===== src/rtl/uart_pkg.sv =====
// Shared types and constants for the UART receive path.
package uart_pkg;

    typedef enum logic [1:0] {
        PAR_NONE = 2'b00,
        PAR_ODD  = 2'b01,
        PAR_EVEN = 2'b10
    } parity_t;

    typedef enum logic [2:0] {
        IDLE,
        START,
        DATA,
        PARITY,
        STOP
    } rx_state_t;

    localparam int OVERSAMPLE = 16;
    localparam int SAMPLE_LO  = 7;
    localparam int SAMPLE_HI  = 9;

    function automatic logic majority3(input logic a, input logic b, input logic c);
        return (a & b) | (a & c) | (b & c);
    endfunction

endpackage


===== src/rtl/uart_sync_fifo.sv =====
// Synchronous show-ahead FIFO with wrap-bit pointers, full/empty flags and occupancy count.
module uart_sync_fifo #(
    parameter int WIDTH = 10,
    parameter int DEPTH = 8
) (
    input  logic                    clock,
    input  logic                    reset_n,
    input  logic                    wr_en,
    input  logic [WIDTH-1:0]        wr_data,
    input  logic                    rd_en,
    output logic [WIDTH-1:0]        rd_data,
    output logic                    full,
    output logic                    empty,
    output logic [$clog2(DEPTH):0]  count
);
    localparam int AW = $clog2(DEPTH);

    logic [WIDTH-1:0] mem [DEPTH];
    logic [AW:0]      wr_ptr;
    logic [AW:0]      rd_ptr;
    logic             do_wr;
    logic             do_rd;

    assign empty = (wr_ptr == rd_ptr);
    assign full  = (wr_ptr[AW] != rd_ptr[AW]) && (wr_ptr[AW-1:0] == rd_ptr[AW-1:0]);
    assign count = wr_ptr - rd_ptr;

    // A write into a full FIFO is accepted only when a pop frees a slot on the same edge.
    assign do_rd = rd_en & ~empty;
    assign do_wr = wr_en & (~full | do_rd);

    always_ff @(posedge clock or negedge reset_n) begin
        if (!reset_n) begin
            wr_ptr <= '0;
            rd_ptr <= '0;
        end else begin
            if (do_wr) wr_ptr <= wr_ptr + 1'b1;
            if (do_rd) rd_ptr <= rd_ptr + 1'b1;
        end
    end

    // NOTE: storage has no reset; it is only read through the empty mask below, so reset
    // clears the pointers alone and the array maps onto plain RAM cells.
    always_ff @(posedge clock) begin
        if (do_wr) mem[wr_ptr[AW-1:0]] <= wr_data;
    end

    assign rd_data = empty ? '0 : mem[rd_ptr[AW-1:0]];

endmodule


===== src/rtl/uart_rx_fifo.sv =====
// 16x oversampling UART receiver with majority-vote sampling, glitch-rejecting start
// detection, optional parity, 1 or 2 stop bits and an RX FIFO with sticky overrun.
module uart_rx_fifo
    import uart_pkg::*;
#(
    parameter int DATA_BITS  = 8,
    parameter int FIFO_DEPTH = 8,
    parameter int DIV_WIDTH  = 16
) (
    input  logic                          clock,
    input  logic                          reset_n,
    input  logic                          rx,
    input  logic [DIV_WIDTH-1:0]          baud_div,
    input  logic [1:0]                    parity_type,
    input  logic                          stop_bits,
    input  logic                          rd_en,
    input  logic                          clr_ovr,
    output logic [DATA_BITS-1:0]          rx_data,
    output logic                          rx_valid,
    output logic                          parity_err,
    output logic                          frame_err,
    output logic                          overrun_flag,
    output logic [$clog2(FIFO_DEPTH):0]   rx_count,
    output logic                          rx_active_flag,
    output logic                          rx_done_flag
);
    localparam int EW = DATA_BITS + 2;

    rx_state_t            state;
    rx_state_t            state_next;
    logic                 rx_meta;
    logic                 rx_s;
    logic                 rx_prev;
    logic                 start_edge;
    logic [DIV_WIDTH-1:0] tick_cnt;
    logic [DIV_WIDTH-1:0] reload;
    logic                 tick;
    logic [3:0]           os_cnt;
    logic [3:0]           bit_cnt;
    logic                 stop_idx;
    logic                 s7;
    logic                 s8;
    logic                 maj;
    logic                 at_mid;
    logic                 at_end;
    logic                 par_odd;
    logic                 par_en;
    logic                 last_stop;
    logic [DATA_BITS-1:0] data_sr;
    logic                 par_err_r;
    logic                 frame_err_r;
    logic                 push;
    logic [EW-1:0]        push_entry;
    logic [EW-1:0]        head;
    logic                 fifo_full;
    logic                 fifo_empty;

    // NOTE: every clocked block uses non-blocking assignments so all flops sample
    // the pre-edge values and the two synchroniser stages stay distinct registers.
    always_ff @(posedge clock or negedge reset_n) begin
        if (!reset_n) begin
            rx_meta <= 1'b1;
            rx_s    <= 1'b1;
            rx_prev <= 1'b1;
        end else begin
            rx_meta <= rx;
            rx_s    <= rx_meta;
            rx_prev <= rx_s;
        end
    end

    assign start_edge = rx_prev & ~rx_s;

    assign reload = (baud_div == '0) ? '0 : baud_div - DIV_WIDTH'(1);
    assign tick   = (tick_cnt == '0);

    always_ff @(posedge clock or negedge reset_n) begin
        if (!reset_n)                                   tick_cnt <= '0;
        else if ((state == IDLE && start_edge) || tick) tick_cnt <= reload;
        else                                            tick_cnt <= tick_cnt - DIV_WIDTH'(1);
    end

    assign maj       = majority3(s7, s8, rx_s);
    assign at_mid    = tick && (os_cnt == 4'(SAMPLE_HI));
    assign at_end    = tick && (os_cnt == 4'(OVERSAMPLE - 1));
    assign par_odd   = (parity_type == PAR_ODD);
    assign par_en    = (parity_type == PAR_ODD) || (parity_type == PAR_EVEN);
    assign last_stop = stop_idx | ~stop_bits;

    always_ff @(posedge clock or negedge reset_n) begin
        if (!reset_n) state <= IDLE;
        else          state <= state_next;
    end

    // NOTE: every signal written here gets a default first, so no path can leave
    // one unassigned and infer a latch.
    always_comb begin
        state_next = state;
        push       = 1'b0;
        case (state)
            IDLE:    if (start_edge) state_next = START;
            START: begin
                if (at_mid && maj) state_next = IDLE;
                else if (at_end)   state_next = DATA;
            end
            DATA:    if (at_end && bit_cnt == 4'(DATA_BITS - 1)) state_next = par_en ? PARITY : STOP;
            PARITY:  if (at_end) state_next = STOP;
            STOP: begin
                // Leaving at mid-stop keeps a back-to-back start edge visible to IDLE.
                if (at_mid && last_stop) begin
                    push       = 1'b1;
                    state_next = IDLE;
                end
            end
            default: state_next = IDLE;
        endcase
    end

    always_ff @(posedge clock or negedge reset_n) begin
        if (!reset_n) begin
            os_cnt      <= '0;
            bit_cnt     <= '0;
            stop_idx    <= 1'b0;
            s7          <= 1'b1;
            s8          <= 1'b1;
            data_sr     <= '0;
            par_err_r   <= 1'b0;
            frame_err_r <= 1'b0;
        end else if (state == IDLE) begin
            os_cnt      <= '0;
            bit_cnt     <= '0;
            stop_idx    <= 1'b0;
            par_err_r   <= 1'b0;
            frame_err_r <= 1'b0;
        end else if (tick) begin
            os_cnt <= os_cnt + 4'd1;
            if (os_cnt == 4'(SAMPLE_LO))     s7 <= rx_s;
            if (os_cnt == 4'(SAMPLE_LO + 1)) s8 <= rx_s;
            if (os_cnt == 4'(SAMPLE_HI)) begin
                case (state)
                    DATA:    data_sr   <= {maj, data_sr[DATA_BITS-1:1]};
                    PARITY:  par_err_r <= ((^data_sr) ^ maj) != par_odd;
                    STOP:    if (!maj) frame_err_r <= 1'b1;
                    default: ;
                endcase
            end
            if (os_cnt == 4'(OVERSAMPLE - 1)) begin
                if (state == DATA) bit_cnt  <= bit_cnt + 4'd1;
                if (state == STOP) stop_idx <= 1'b1;
            end
        end
    end

    assign push_entry = {frame_err_r | ~maj, par_err_r, data_sr};

    uart_sync_fifo #(
        .WIDTH (EW),
        .DEPTH (FIFO_DEPTH)
    ) u_fifo (
        .clock   (clock),
        .reset_n (reset_n),
        .wr_en   (push),
        .wr_data (push_entry),
        .rd_en   (rd_en),
        .rd_data (head),
        .full    (fifo_full),
        .empty   (fifo_empty),
        .count   (rx_count)
    );

    always_ff @(posedge clock or negedge reset_n) begin
        if (!reset_n)                        overrun_flag <= 1'b0;
        else if (push && fifo_full && !rd_en) overrun_flag <= 1'b1;
        else if (clr_ovr)                    overrun_flag <= 1'b0;
    end

    assign {frame_err, parity_err, rx_data} = head;
    assign rx_valid       = ~fifo_empty;
    assign rx_active_flag = (state != IDLE);
    assign rx_done_flag   = push;

endmodule


===== config.mk =====
export PLATFORM = sky130hd
export DESIGN_NAME = uart_rx_fifo
export DESIGN_NICKNAME = d
export VERILOG_FILES = /design/src/rtl/uart_pkg.sv /design/src/rtl/uart_sync_fifo.sv /design/src/rtl/uart_rx_fifo.sv
export SDC_FILE = /design/constraint.sdc
export NUM_CORES = 1
export LEC_CHECK = 0
export CORE_AREA = 2 2 93 162
export DETAILED_ROUTE_END_ITERATION = 16
export DIE_AREA = 0 0 95 164
export PLACE_DENSITY = 0.6
export SKIP_LAST_GASP = 1
export SYNTH_ARGS = -nofsm -noshare
export SYNTH_HDL_FRONTEND = slang
export SYNTH_HIERARCHICAL = 1
export SYNTH_SLANG_ARGS = --single-unit

===== constraint.sdc =====
create_clock -name clock -period 4.2 [get_ports clock]
set_clock_uncertainty 0.2 [all_clocks]
set_input_delay 1.26 -clock clock [delete_from_list [all_inputs] [get_ports clock]]
set_output_delay 1.26 -clock clock [all_outputs]
set_load 0.02 [all_outputs]

=== Yosys cells after proc, flatten, opt, wreduce, memory -nomap -nowiden ===
Memory sizes are Yosys's and may differ from the RTL's.
Cells that the tools add are included.
Widths: inputs -> output; s select.

* $add $sub $neg: 7
* Bitwise logic cells: 18
* Reductions and logical operators: 32
* Equal/unequal tests: 21
* Multiplexer cells: 36

{| class="wikitable"
|+ Operators by type and width
! cell !! count
|-
| $logic_not 16->1 || 2
|-
| $mux 16 || 2
|-
| $sub 16x1->16 const B || 2
|-
| $mux 4 || 6
|-
| $mux 3 || 7
|-
| $mux 1 || 19
|-
| $add 4x1->4 const B || 4
|-
| $pmux 3 s5 || 1
|-
| $reduce_and 3->1 || 5
|-
| $reduce_bool 2->1 || 7
|-
| $eq 4x4->1 const B || 3
|-
| $mux 10 || 1
|-
| $logic_and 1x1->1 || 9
|-
| $eq 4x3->1 const B || 2
|-
| $ne 2x2->1 const B || 4
|-
| $reduce_and 4->1 || 2
|-
| $reduce_xor 8->1 || 1
|-
| $and 1x1->1 || 6
|-
| $eq 3x2->1 const B || 2
|-
| $not 1->1 || 6
|-
| $or 1x1->1 || 5
|-
| $reduce_and 5->1 || 1
|-
| $eq 4x4->1 || 1
|-
| $sub 4x4->4 || 1
|-
| other kinds (13) || 15
|}

* Memories kept: 1
* Bits in writable memories: 80
* Flip-flop bits (word level): 52

{| class="wikitable"
|+ Memories
! name !! words !! width !! read ports !! clocked after memory_dff !! wr ports !! line !! RTL
|-
| u_fifo.mem || 8 || 10 || 1 || 0 || 1 || uart_sync_fifo.sv:18 || <nowiki>logic [WIDTH-1:0] mem [DEPTH];</nowiki>
|}

=== Depth between registers and ports, before layout ===
* Word-level depth: 9
* Depth in mapped cells: 9
* Gate-level depth less buffers: 9

=== By module ===
The synthesis kept the hierarchy.

{| class="wikitable"
|+ Modules (own cells, without submodules)
! module !! sequential area each (µm²) !! cells an instance !! area each (µm²) !! instances
|-
| uart_sync_fifo || 2602.5 || 221 || 3653.5 || 1
|-
| uart_rx_fifo || 1107.3 || 266 || 2678.8 || 1
|}

=== Worst setup path before layout ===
OpenSTA, ideal clock, no wires.

* Path type: reg2reg
* Start: register tick_cnt[0]
* End: memory u_fifo.mem[4][0] (enable)
* Stages on the path, launching flop included: 9
* Required time: 3.596 ns
* Buffers on the path: 0
* Setup slack: 0.146 ns
* Setup time: 0.404 ns
* Arrival time: 3.450 ns
* Cells stage by stage: dfrtp_1 -> inv_1 -> ha_1 -> nor3b_4 -> nand4_4 -> or3_4 -> nor3_2 -> nand2_1 -> nor4_1

* Word-level cells in the longest chain between the ends: 8

{| class="wikitable"
|+ RTL lines
! what !! line !! RTL
|-
| start, declared || uart_rx_fifo.sv:35 || <nowiki>logic [DIV_WIDTH-1:0] tick_cnt;</nowiki>
|-
| start signal, assigned || uart_rx_fifo.sv:79 || <nowiki>else if ((state == IDLE && start_edge) || tick) tick_cnt <= reload;</nowiki>
|-
| start signal, assigned || uart_rx_fifo.sv:80 || <nowiki>else tick_cnt <= tick_cnt - DIV_WIDTH'(1);</nowiki>
|-
| $logic_not 16->1 || uart_rx_fifo.sv:75 || <nowiki>assign tick = (tick_cnt == '0);</nowiki>
|-
| $logic_and 1x1->1 || uart_rx_fifo.sv:84 || <nowiki>assign at_mid = tick && (os_cnt == 4'(SAMPLE_HI));</nowiki>
|-
| $logic_and 1x1->1 || uart_rx_fifo.sv:110 || <nowiki>if (at_mid && last_stop) begin</nowiki>
|-
| $mux 1 || uart_rx_fifo.sv:110 ||
|-
| $mux 1 || uart_rx_fifo.sv:100 || <nowiki>case (state)</nowiki>
|-
| via rx_done_flag || uart_rx_fifo.sv:25 || <nowiki>output logic rx_done_flag</nowiki>
|-
| $and 1x1->1 || uart_sync_fifo.sv:30 || <nowiki>assign do_wr = wr_en & (~full | do_rd);</nowiki>
|-
| $mux 1 || uart_sync_fifo.sv:45 || <nowiki>if (do_wr) mem[wr_ptr[AW-1:0]] <= wr_data;</nowiki>
|-
| $mux 1 (implied by the code) || uart_sync_fifo.sv:45 ||
|-
| end, declared || uart_sync_fifo.sv:18 ||
|}

The timed path passes the listed nets, and every way through them passes these cells.

=== Worst setup path after layout ===
* Start: register tick_cnt[0]
* End: output rx_done_flag

* Word-level cells in the longest chain between the ends: 5

{| class="wikitable"
|+ RTL lines
! what !! line
|-
| $logic_not 16->1 || uart_rx_fifo.sv:75
|-
| $logic_and 1x1->1 || uart_rx_fifo.sv:84
|-
| $logic_and 1x1->1 || uart_rx_fifo.sv:110
|-
| $mux 1 || uart_rx_fifo.sv:110
|-
| $mux 1 || uart_rx_fifo.sv:100
|-
| end, declared || uart_rx_fifo.sv:25
|}

No other way between the ends.

==> key figures <==
Floorplanning
  • Placement Rows: 58
  • I/O pins: 42
  • Die area: 15600 um^2
  • Width of the die: 95 um
  • Die height: 164 um
  • Core area: 14300 um^2
  • Initial Util: 44.3%

Clock network
  • CTS sink cnt: 132
  • Num CTS Buffers: 17
  • CTS tree: done
  • CTS root buf: clkbuf_16
  • Max Root-Sink Buffers: 2
  • Cts hold-fix bufs: 0
  • H-tree Lvls: 4
  • Clk slew on worst S/H paths: 70 ps
  • Worst-Skew Late Latency: 410 ps

Synth
  • Netlist cell types: 66
  • Synth Cell Area: 6330 um^2
  • Yosys top cell area share: 37.9%
  • Async set or reset register ratio after synthesis: 39.4%
  • Biggest area consumer among synthesized cells: edfxtp_1
  • Seq/Total Area, Yosys: 58.6%
  • EDFF count, synth: 80
  • Synth cell count leaders: edfxtp_1, dfrtp_1, mux2i_1
  • Yosys Warn Count: 6
  • Most used DFF post-synth: edfxtp_1
  • Synth top area cells: edfxtp_1, dfrtp_1, mux2i_1
  • Dominant cell by count in the synthesized netlist: edfxtp_1
  • Avg Cell Area, Syn: 13.0 um^2
  • Mapped Nets: 524
  • Synthesized instance count: 487
  • Register bit total from synthesis: 132

Setup path
  • Nature of the critical path endpoint: output port
  • Cell repeated most along the worst path: buf_4
  • CP delay by family, top: simple AND/OR/NAND/NOR gates
  • CP peak stage delay: 450 ps
  • CP Class: register to output port
  • Worst-path maximum fanout: 5
  • CP Cell Sequence: inv_1 -> ha_1 -> nor3b_4 -> buf_4 -> nand4_4 -> or3_4 -> nor3_2 -> buf_4 -> dlygate4sd2_1
  • Critical path required time: 2740 ps
  • Crit path DAT: 2580 ps
  • Critical path's slowest cell: or3_4
  • Bufs and invs on worst path: 4
  • Worst setup SP type: register

Pwr
  • Pwr Density: 577 nW/um^2
  • NetSw: 1.40 mW
  • Leakage: 3.14 nW
  • Clock Power Share: 34.6%
  • Internal: 3.03 mW
  • Sequential power share: 36.4%
  • Net switching share of the total power: 31.5%
  • Combinational share of power: 29.0%
  • VDD IR max: 0.000274 V
  • Pwr Total: 4.43 mW

Timing
  • Fmax: 248 MHz
  • RSZ-0062 raised after global routing: no
  • Final WS setup: 161 ps
  • Setup violations, final: 0
  • Final hold violation count: 0
  • Post-route clock period utilization: 96.2%
  • Hold slack: 159 ps
  • Relative slew slack: 52.0%
  • Worst-Margin Slew: 720 ps
  • Post-Route Setup TNS: 0 ps
  • Shortest period the worst path allows: 4040 ps
  • Slew Viols, Final: 0

Route
  • 1st-iter DRT viols: 152
  • WL final: 12.4 mm
  • Via-to-Cell Ratio: 5.34
  • Total number of vias: 3986
  • Final ANT Viol Nets: 0
  • DRT Pass-1 Iters: 4
  • DRC violations left: 0
  • DR WL/cell: 16.6 um

Final layout
  • Fin nets: 590
  • Share of layout cells above drive strength 1: 16.6%
  • Sequential cell area: 3710 um^2
  • P&R area growth vs syn: 21.3%
  • Fin cells: 746
  • Ant. Diodes: 0
  • Fillcell total: 1208
  • Multi-input logic area: 2480 um^2

Global route
  • Initial antenna violation count: 0
  • Wire length of the first global-routing pass: 20.8 mm
  • Gr usage total: 17.4%
  • GRT Residual Overflow: 0
  • Largest net degree at the start of global routing: 31
  • Vias in the first global route: 4234

Status
  • Run status: complete, no violations

Placement
  • RD Place Congestion: 0.889
  • Placed cells: 713
  • Pre-CTS WS: 52.4 ps
  • HPWL after DPL: 8.95 mm
  • Port Buffers: 41

Min path
  • Hold Crit Class: register to register

Job
  • Maxcap violations: 0
-- stage by stage --
step                area, um^2  utilization (%)
floorplan                 6330                -
global placement          7040             49.2
detailed placement        7040             49.2
CTS                       7670             53.7
global route              7680             53.7
finish                    7680             53.7
-- power by group through the flow --
stage	sequential (mW)	combinational (mW)	clock, mW
2_1_floorplan	1.60	0.877	0
3_3_place_gp	1.62	1.28	0
6_report	1.61	1.28	1.53
5_1_grt	1.63	1.42	1.61
4_1_cts	1.61	1.31	1.56
3_5_place_dp	1.64	1.30	0
-- placed cells by master (no fill, tap or decap), types with 12 or more instances in the layout --
cell type and n:
mux2i_1 44, nand3_1 12, buf_4 21, xnor2_1 33, nor3_1 18, edfxtp_1 80, ha_1 12, clkdlybuf4s50_1 36
o22ai_1 14, dfrtp_1 46, nand2_1 29, clkbuf_16 17, nor2_1 34, inv_1 20
-- layout make-up --
class                      count  share of cell area (%)
timing repair buffer          62                    7.41
clock inverter                15                    2.51
multi-input combinational    319                    32.2
sequential                   132                    48.3
tap                          180                    2.93
clock buffer                  17                    5.54
inverter                      21                    1.03
-- registers in the layout, summed over array words and instances (netlist names) --
signal	count
tick_cnt	16
par_err_r	1
data_sr	8
u_fifo/wr_ptr	4
u_fifo/rd_ptr	4
s7	1
state	3
frame_err_r	1
stop_idx	1
s8	1
rx_prev	1
overrun_flag	1
bit_cnt	4
rx_meta	1
os_cnt	4
u_fifo/mem	80
rx_s	1
-- metal layers --
metal | global-route usage [%] | routed length [um] | up-vias
li1 | - | - | 1949
met1 | 18.8 | 4760 | 1947
met2 | 33.4 | 7140 | 76
met3 | 3.58 | 323 | 14
met4 | 4.81 | 126 | 0
met5 | 0 | 0 | -
-- worst paths after layout --
path / from / to / slack [ps] / cells after the start
max: tick_cnt[0] / rx_done_flag / 160 / 9
min: rx_meta / rx_s / 160 / 0
max reg2reg: tick_cnt[0] / u_fifo/mem[4][9] / 1130 / 12
min reg2reg: rx_meta / rx_s / 160 / 0
max in group asynchronous: reset_n / rx_s / 2370 / 2
min in group asynchronous: reset_n / os_cnt[0] / 700 / 1
-- cells by family (layout without fill, tap and decap cells) --
group,Yosys count,after routing,synth area share [%]
compound gates,65,65,7.49
xor+xnor,46,46,6.70
fa+ha+maj,14,14,2.85
buf+inv,36,115,2.55
flops,132,132,58.6
mux,56,56,9.15
simple gates,138,138,12.7
-- repair_timing --
item / CTS / global route
pin swaps: 0 / 0
endpoints found under the setup margin: 2 / 3
buffers inserted: 1 / 0
resized for setup: 2 / 3
endpoints found under the hold margin: 0 / 0
-- worst reg2reg max path: cells and delay by family, from the launching register on --
| family | cells | cell delay, ps |
|---|---|---|
| adder cells (fa/ha/maj) | 1 | 190 |
| buffers and inverters | 5 | 780 |
| flip-flops | 1 | 400 |
| AND/OR/NAND/NOR | 6 | 1200 |
(Power assumes the default switching activity.)
